$ cat src/rtl/boolean1_solver.sv
// boolean1_solver: enumerates every {a,b,c} for which f(a,b,c) equals a
// requested target and streams the matches out over a valid/ready port.
module boolean1_solver (
    input  logic       clk,
    input  logic       rst,
    input  logic       start,
    input  logic       target,
    output logic [2:0] out_abc,
    output logic       out_valid,
    input  logic       out_ready,
    output logic       busy,
    output logic       done,
    output logic [3:0] count
);

    typedef enum logic [1:0] {
        IDLE = 2'd0,
        SCAN = 2'd1,
        EMIT = 2'd2,
        DONE = 2'd3
    } state_t;

    state_t     state_q;
    state_t     state_d;
    logic [2:0] idx_q;
    logic [2:0] idx_d;
    logic       tgt_q;
    logic       tgt_d;
    logic [2:0] abc_q;
    logic [2:0] abc_d;
    logic [3:0] cnt_q;
    logic [3:0] cnt_d;

    logic       f_val;
    logic       hit;
    logic       last;
    logic       hs;

    // f(a,b,c) = (~a | ~b) & ~c, evaluated on the current index
    function automatic logic f_eval(input logic [2:0] v);
        return (~v[2] | ~v[1]) & ~v[0];
    endfunction

    assign f_val = f_eval(idx_q);
    assign hit   = (f_val == tgt_q);
    assign last  = (idx_q == 3'd7);
    assign hs    = (state_q == EMIT) && out_ready;

    // State and datapath registers; reset aborts any search in progress
    always_ff @(posedge clk) begin
        if (rst) begin
            state_q <= IDLE;
            idx_q   <= 3'd0;
            tgt_q   <= 1'b0;
            abc_q   <= 3'd0;
            cnt_q   <= 4'd0;
        end else begin
            state_q <= state_d;
            idx_q   <= idx_d;
            tgt_q   <= tgt_d;
            abc_q   <= abc_d;
            cnt_q   <= cnt_d;
        end
    end

    // Next-state and datapath update; one index is examined per SCAN cycle
    always_comb begin
        state_d = state_q;
        idx_d   = idx_q;
        tgt_d   = tgt_q;
        abc_d   = abc_q;
        cnt_d   = cnt_q;
        unique case (state_q)
            IDLE: begin
                if (start) begin
                    tgt_d   = target;
                    idx_d   = 3'd0;
                    cnt_d   = 4'd0;
                    state_d = SCAN;
                end
            end
            SCAN: begin
                if (hit) begin
                    abc_d   = idx_q;
                    state_d = EMIT;
                end else if (last) begin
                    state_d = DONE;
                end else begin
                    idx_d = idx_q + 3'd1;
                end
            end
            EMIT: begin
                if (hs) begin
                    cnt_d = cnt_q + 4'd1;
                    if (last) begin
                        state_d = DONE;
                    end else begin
                        idx_d   = idx_q + 3'd1;
                        state_d = SCAN;
                    end
                end
            end
            DONE: begin
                state_d = IDLE;
            end
            default: begin
                state_d = IDLE;
            end
        endcase
    end

    assign out_abc   = abc_q;
    assign out_valid = (state_q == EMIT);
    assign busy      = (state_q == SCAN) || (state_q == EMIT);
    assign done      = (state_q == DONE);
    assign count     = cnt_q;

endmodule

$ cat config.mk
export PLATFORM = sky130hd
export DESIGN_NAME = boolean1_solver
export DESIGN_NICKNAME = d
export VERILOG_FILES = /design/src/rtl/boolean1_solver.sv
export SDC_FILE = /design/constraint.sdc
export NUM_CORES = 1
export LEC_CHECK = 0
export ABC_AREA = 1
export CORE_AREA = 2 2 43 45
export CTS_CLUSTER_SIZE = 12
export DETAILED_ROUTE_END_ITERATION = 10
export DIE_AREA = 0 0 45 47
export GPL_TIMING_DRIVEN = 0
export PLACE_DENSITY = 0.85
export SETUP_SLACK_MARGIN = 0.1
export SYNTH_ARGS = -nofsm -noshare
export SYNTH_HDL_FRONTEND = slang
export SYNTH_SLANG_ARGS = --single-unit
$ cat constraint.sdc
create_clock -name clk -period 1.8 [get_ports clk]
set_input_delay 0.36 -clock clk [delete_from_list [all_inputs] [get_ports clk]]
set_output_delay 0.36 -clock clk [all_outputs]
set_load 0.05 [all_outputs]
Word-level counts from Yosys, hierarchy flattened
Cells that the tools add are included.
Widths: inputs -> output; s select.
{ "word_totals": {"regBits": 13, "in_bits": 5, "output_inout_bits": 10, "elab_cells": 45} }
{ "classes": {"addsub": 2, "eq_ne": 9, "mux": 14, "bitwise": 5, "reduce_logical": 10} }
{ "ops": {"columns": ["operator", "count"], "rows": [
  ["$mux 3", 4],
  ["$mux 2", 5],
  ["$pmux 3 s3", 1],
  ["$mux 4", 2],
  ["$pmux 2 s4", 1],
  ["$pmux 4 s2", 1],
  ["$reduce_and 3->1", 2],
  ["$add 4x1->4 const B", 1],
  ["$eq 2x2->1 const B", 2],
  ["$ne 2x2->1 const B", 2],
  ["$reduce_and 2->1", 2],
  ["$reduce_and 4->1", 1],
  ["$add 3x1->3 const B", 1],
  ["$eq 3x3->1 const B", 1],
  ["$ne 3x3->1 const B", 1],
  ["$not 1->1", 3],
  ["$reduce_bool 3->1", 1],
  ["$eq 2x1->1 const B", 1],
  ["$logic_not 2->1", 1],
  ["$ne 2x1->1 const B", 1],
  ["$reduce_bool 2->1", 1],
  ["$and 1x1->1", 1],
  ["$eq 1x1->1", 1],
  ["$logic_and 1x1->1", 1],
  ["other kinds (2)", 2]
]} }

Logic depth before layout (Yosys ltp)
{ "logic_depth": {"depth_word": 6, "mapped_depth": 9, "depth_no_buf": 9} }

Worst setup path before layout
Ideal clock, no wire load.
{ "synth_path": {"path_kind": "register to register", "startpoint": "reg state_q[0]", "endpoint": "reg state_q[0]", "setup_ps": 113, "t_arrival_ps": 1598, "t_required_ps": 1687, "slack_ps": 90, "path_stages_with_launch": 10, "path_buffers": 0, "synth_period_minus_slack_ps": 1710, "path_cell_list": "dfxtp_1 -> inv_1 -> ha_1 -> nand2_1 -> nand2_2 -> inv_1 -> nand2_1 -> nand2_1 -> nand2_1 -> nor2_1"} }
{ "synth_between": {"elab_chain_cells": 4, "word_cells_on_any_way": 10, "cone_classes": "eq/ne (6); mux (1); reduce/logical (3)"} }
{ "synth_lines": {"columns": ["element", "line_no", "rtl"], "rows": [
  ["from (decl)", "23", "state_t state_q;"],
  ["from (signal assigned)", "58", "state_q <= state_d;"],
  ["$eq 2x2->1 *", null, null],
  ["net out_valid", "9", "output logic out_valid,"],
  ["$logic_and 1x1->1", "47", "assign hs = (state_q == EMIT) && out_ready;"],
  ["$ne 2x1->1 (no source line)", null, null],
  ["$reduce_and 3->1 (no source line)", null, null]
]} }
Mark *: on every way through the listed nets, which the timed path passes. The rest lies on a longest branch.
A chain may end at the register's enable or synchronous reset.

Final worst setup path
{ "layout_path": {"startpoint": "reg state_q[1]", "endpoint": "out busy"} }
{ "layout_between": {"elab_chain_cells": 2, "word_cells_on_any_way": 3, "cone_classes": "eq/ne (2); reduce/logical (1)"} }
{ "layout_lines": {"columns": ["element", "line_no", "rtl"], "rows": [
  ["$eq 2x1->1 / $eq 2x2->1 (equally long branches)", "114", "assign busy = (state_q == SCAN) || (state_q == EMIT);"],
  ["$logic_or 1x1->1 *", "114", null],
  ["to (decl)", "11", "output logic busy,"]
]} }
Every way passes the cells marked *; elsewhere a longest branch is shown, timed or not.

==> flow_metrics.tcl <==
set metrics [dict create \
    status "completed" \
    final_area_sq_um 952 \
    syn_avg_cell_area_sq_um 7.24 \
    setup_viol 0 \
    die_height_um 47 \
    crit_path_start_kind "flop" \
    syn_inst 106 \
    clk_latency_ns 0.28 \
    vias 736 \
    tritoncts "yes" \
    regArea_sq_um 262 \
    grt_pass1_vias 603 \
    cts_setup_buffers 0 \
    worstMarginPinSlew_ns 0.492 \
    rsz0062_at_grt "no" \
    dpl-instance-area_sq_um 931 \
    power_density_mw_per_mm2 1480 \
    ant_nets 0 \
    fill_cells 152 \
    drv_cap 0 \
    hpwl_um 1140 \
    drive_gt1_share_pct 16.1 \
    slowest_stage "dfxtp_2" \
    synth_area_leaders "dfxtp_1 (34%), ha_1 (13%), nand2_1 (12%), nand3_1 (7.2%), a21oi_1 (5.9%)" \
    fin_crit_ns 1.65 \
    ys_warn_count 0 \
    cts_buffer_depth 2 \
    io_buffers 14 \
    io_pins 15 \
    vias_per_cell 5.22 \
    max_slew_margin_pct 67.3 \
    hold_viol 0 \
    maxSlewViolCount 0 \
    antenna_cells 0 \
    layout.cells.non_filler 141 \
    root_buffer "clkbuf_4" \
    dieArea_sq_mm 0.00212 \
    wirelength_um 1530 \
    first_iter_violations 23 \
    synth_cell_types 17 \
    area_growth_pct 24.1 \
    synth_seq_cells 13 \
    fin_nets 138 \
    clk_pin_slew_ns 0.08 \
    cp_slowest_stage_delay_ns 0.38 \
    netlist_area_sq_um 767 \
    wl_per_cell_um 10.8 \
    die_w_um 45 \
    period_share_pct 91.8 \
    yosysTopAreaCellShare_pct 33.9 \
    crit_path_cell_trace "inv_1, ha_4, buf_4" \
    grt_first_pass_wirelength_um 2460 \
    syn_nets 119 \
    track_usage_pct 16.1 \
    grt-ovfl-total 0 \
    drt-pass1-iter-count 4 \
    p_leak_nw 0.471 \
    multi_input_area_sq_um 473 \
    worstPathMaxFanout 6 \
    grt_max_degree 9 \
    antenna_found_initial 0 \
    clock-skew-final_ns 0.00335 \
    row_count 15 \
    required_ns 1.44 \
    min_path_type "flop to flop" \
    final_common_cell "nand2_1" \
    final_cell_mix "nand2_1 (24), nor2_1 (12), dfxtp_1 (12)" \
    cp.arrival_ns 1.29 \
    drcViolationCount 0 \
    initial_core_util_pct 46.4 \
    clkSinkCount 13 \
    htree_num_levels 1 \
    cts_inserted_buffers 3 \
    synth_top_area_cell "dfxtp_1" \
    peakVddDrop_uv 1120 \
    max_freq_ghz 0.606 \
    finalSetupTns_ns 0 \
    critical_path_class "flop to primary output" \
    gp_congestion 0.782 \
    dp.cells 137 \
    coreArea_sq_mm 0.00165 \
    ys_seq_area_share_pct 33.9 \
    endpoint_kind "primary output" \
]
==> cells in the mapped netlist <==
cell type / instances
a21oi_1: 9
dfxtp_1: 13
ha_1: 8
inv_1: 11
inv_2: 2
nand2_1: 24
nand2_2: 3
nand2_4: 2
nand3_1: 11
nand3_2: 1
nand3b_1: 1
nand4_1: 3
nor2_1: 12
nor2_2: 1
nor3_4: 1
o211ai_1: 1
o21ai_0: 3
==> worst max-delay path: cells and delay by family, from the launching register on <==
family / cells / cell delay, ns
adder cells (fa/ha/maj): 1 / 0.32
buffers and inverters: 2 / 0.32
flip-flops: 1 / 0.38
==> sequential cells by signal, summed over array words and instances (netlist names) <==
name     count
count        4
idx_q        3
out_abc      3
tgt_q        1
state_q      2
==> cell type report <==
type                       instances  share of cell area, %
multi-input combinational         80                   49.7
sequential                        13                   27.5
timing repair buffer              14                   12.7
inverter                          13                   5.12
clock buffer                       4                   2.76
tap                               17                   2.23
==> power breakdown <==
group	total [mW]	internal [mW]	switching, mW
sequential	0.414	0.350	0.0641
clock	0.185	0.0859	0.0990
combinational	0.809	0.281	0.528
==> cell families (layout without fill, tap and decap cells) <==
group	after synthesis	after routing	share of synthesized area, %
and+or+nand+nor	59	59	37.8
DFF	13	13	33.9
AOI/OAI and AO/OA	13	13	8.81
buffers and inverters	13	31	6.36
adders and majority gates	8	8	13.1
==> stage by stage <==
step / util (%) / hold slack (ns) / setup WS [ns] / total power, mW
finish: 57.7 / 0.465 / 0.148 / 1.41
global route: 57.7 / 0.496 / 0.105 / 1.52
CTS: 57.7 / 0.470 / 0.0933 / 1.41
detailed placement: 56.4 / 0.460 / -0.289 / 1.20
global placement: 56.4 / 0.447 / -0.273 / 1.18
floorplan: - / 0.429 / 0.129 / 1.03
==> routing by layer <==
metal / share of wire (%) / routed length, um / GRT usage [%] / vias to the layer above
met3: 5.4 / 82 / 3.46 / 5
li1: - / - / - / 384
met2: 47 / 721 / 28.3 / 18
met4: 1.8 / 28 / 7.06 / 0
met1: 45 / 694 / 18.9 / 329
met5: 0 / 0 / 0 / -
==> repair_timing <==
action	in CTS	in global routing
resized for setup	26	1
endpoints found under the hold margin	0	0
hold buffers	0	0
endpoints found under the setup margin	10	2
==> final timing paths <==
kind	start	to	slack, ns	cells past startpoint
setup / recovery	state_q[1]	busy	0.15	3
hold / removal	out_abc[0]	out_abc[0]	0.46	2
setup reg to reg	state_q[0]	count[2]	0.35	8
hold reg to reg	out_abc[0]	out_abc[0]	0.46	2
No activity file was read; power rests on OpenSTA's default activity.
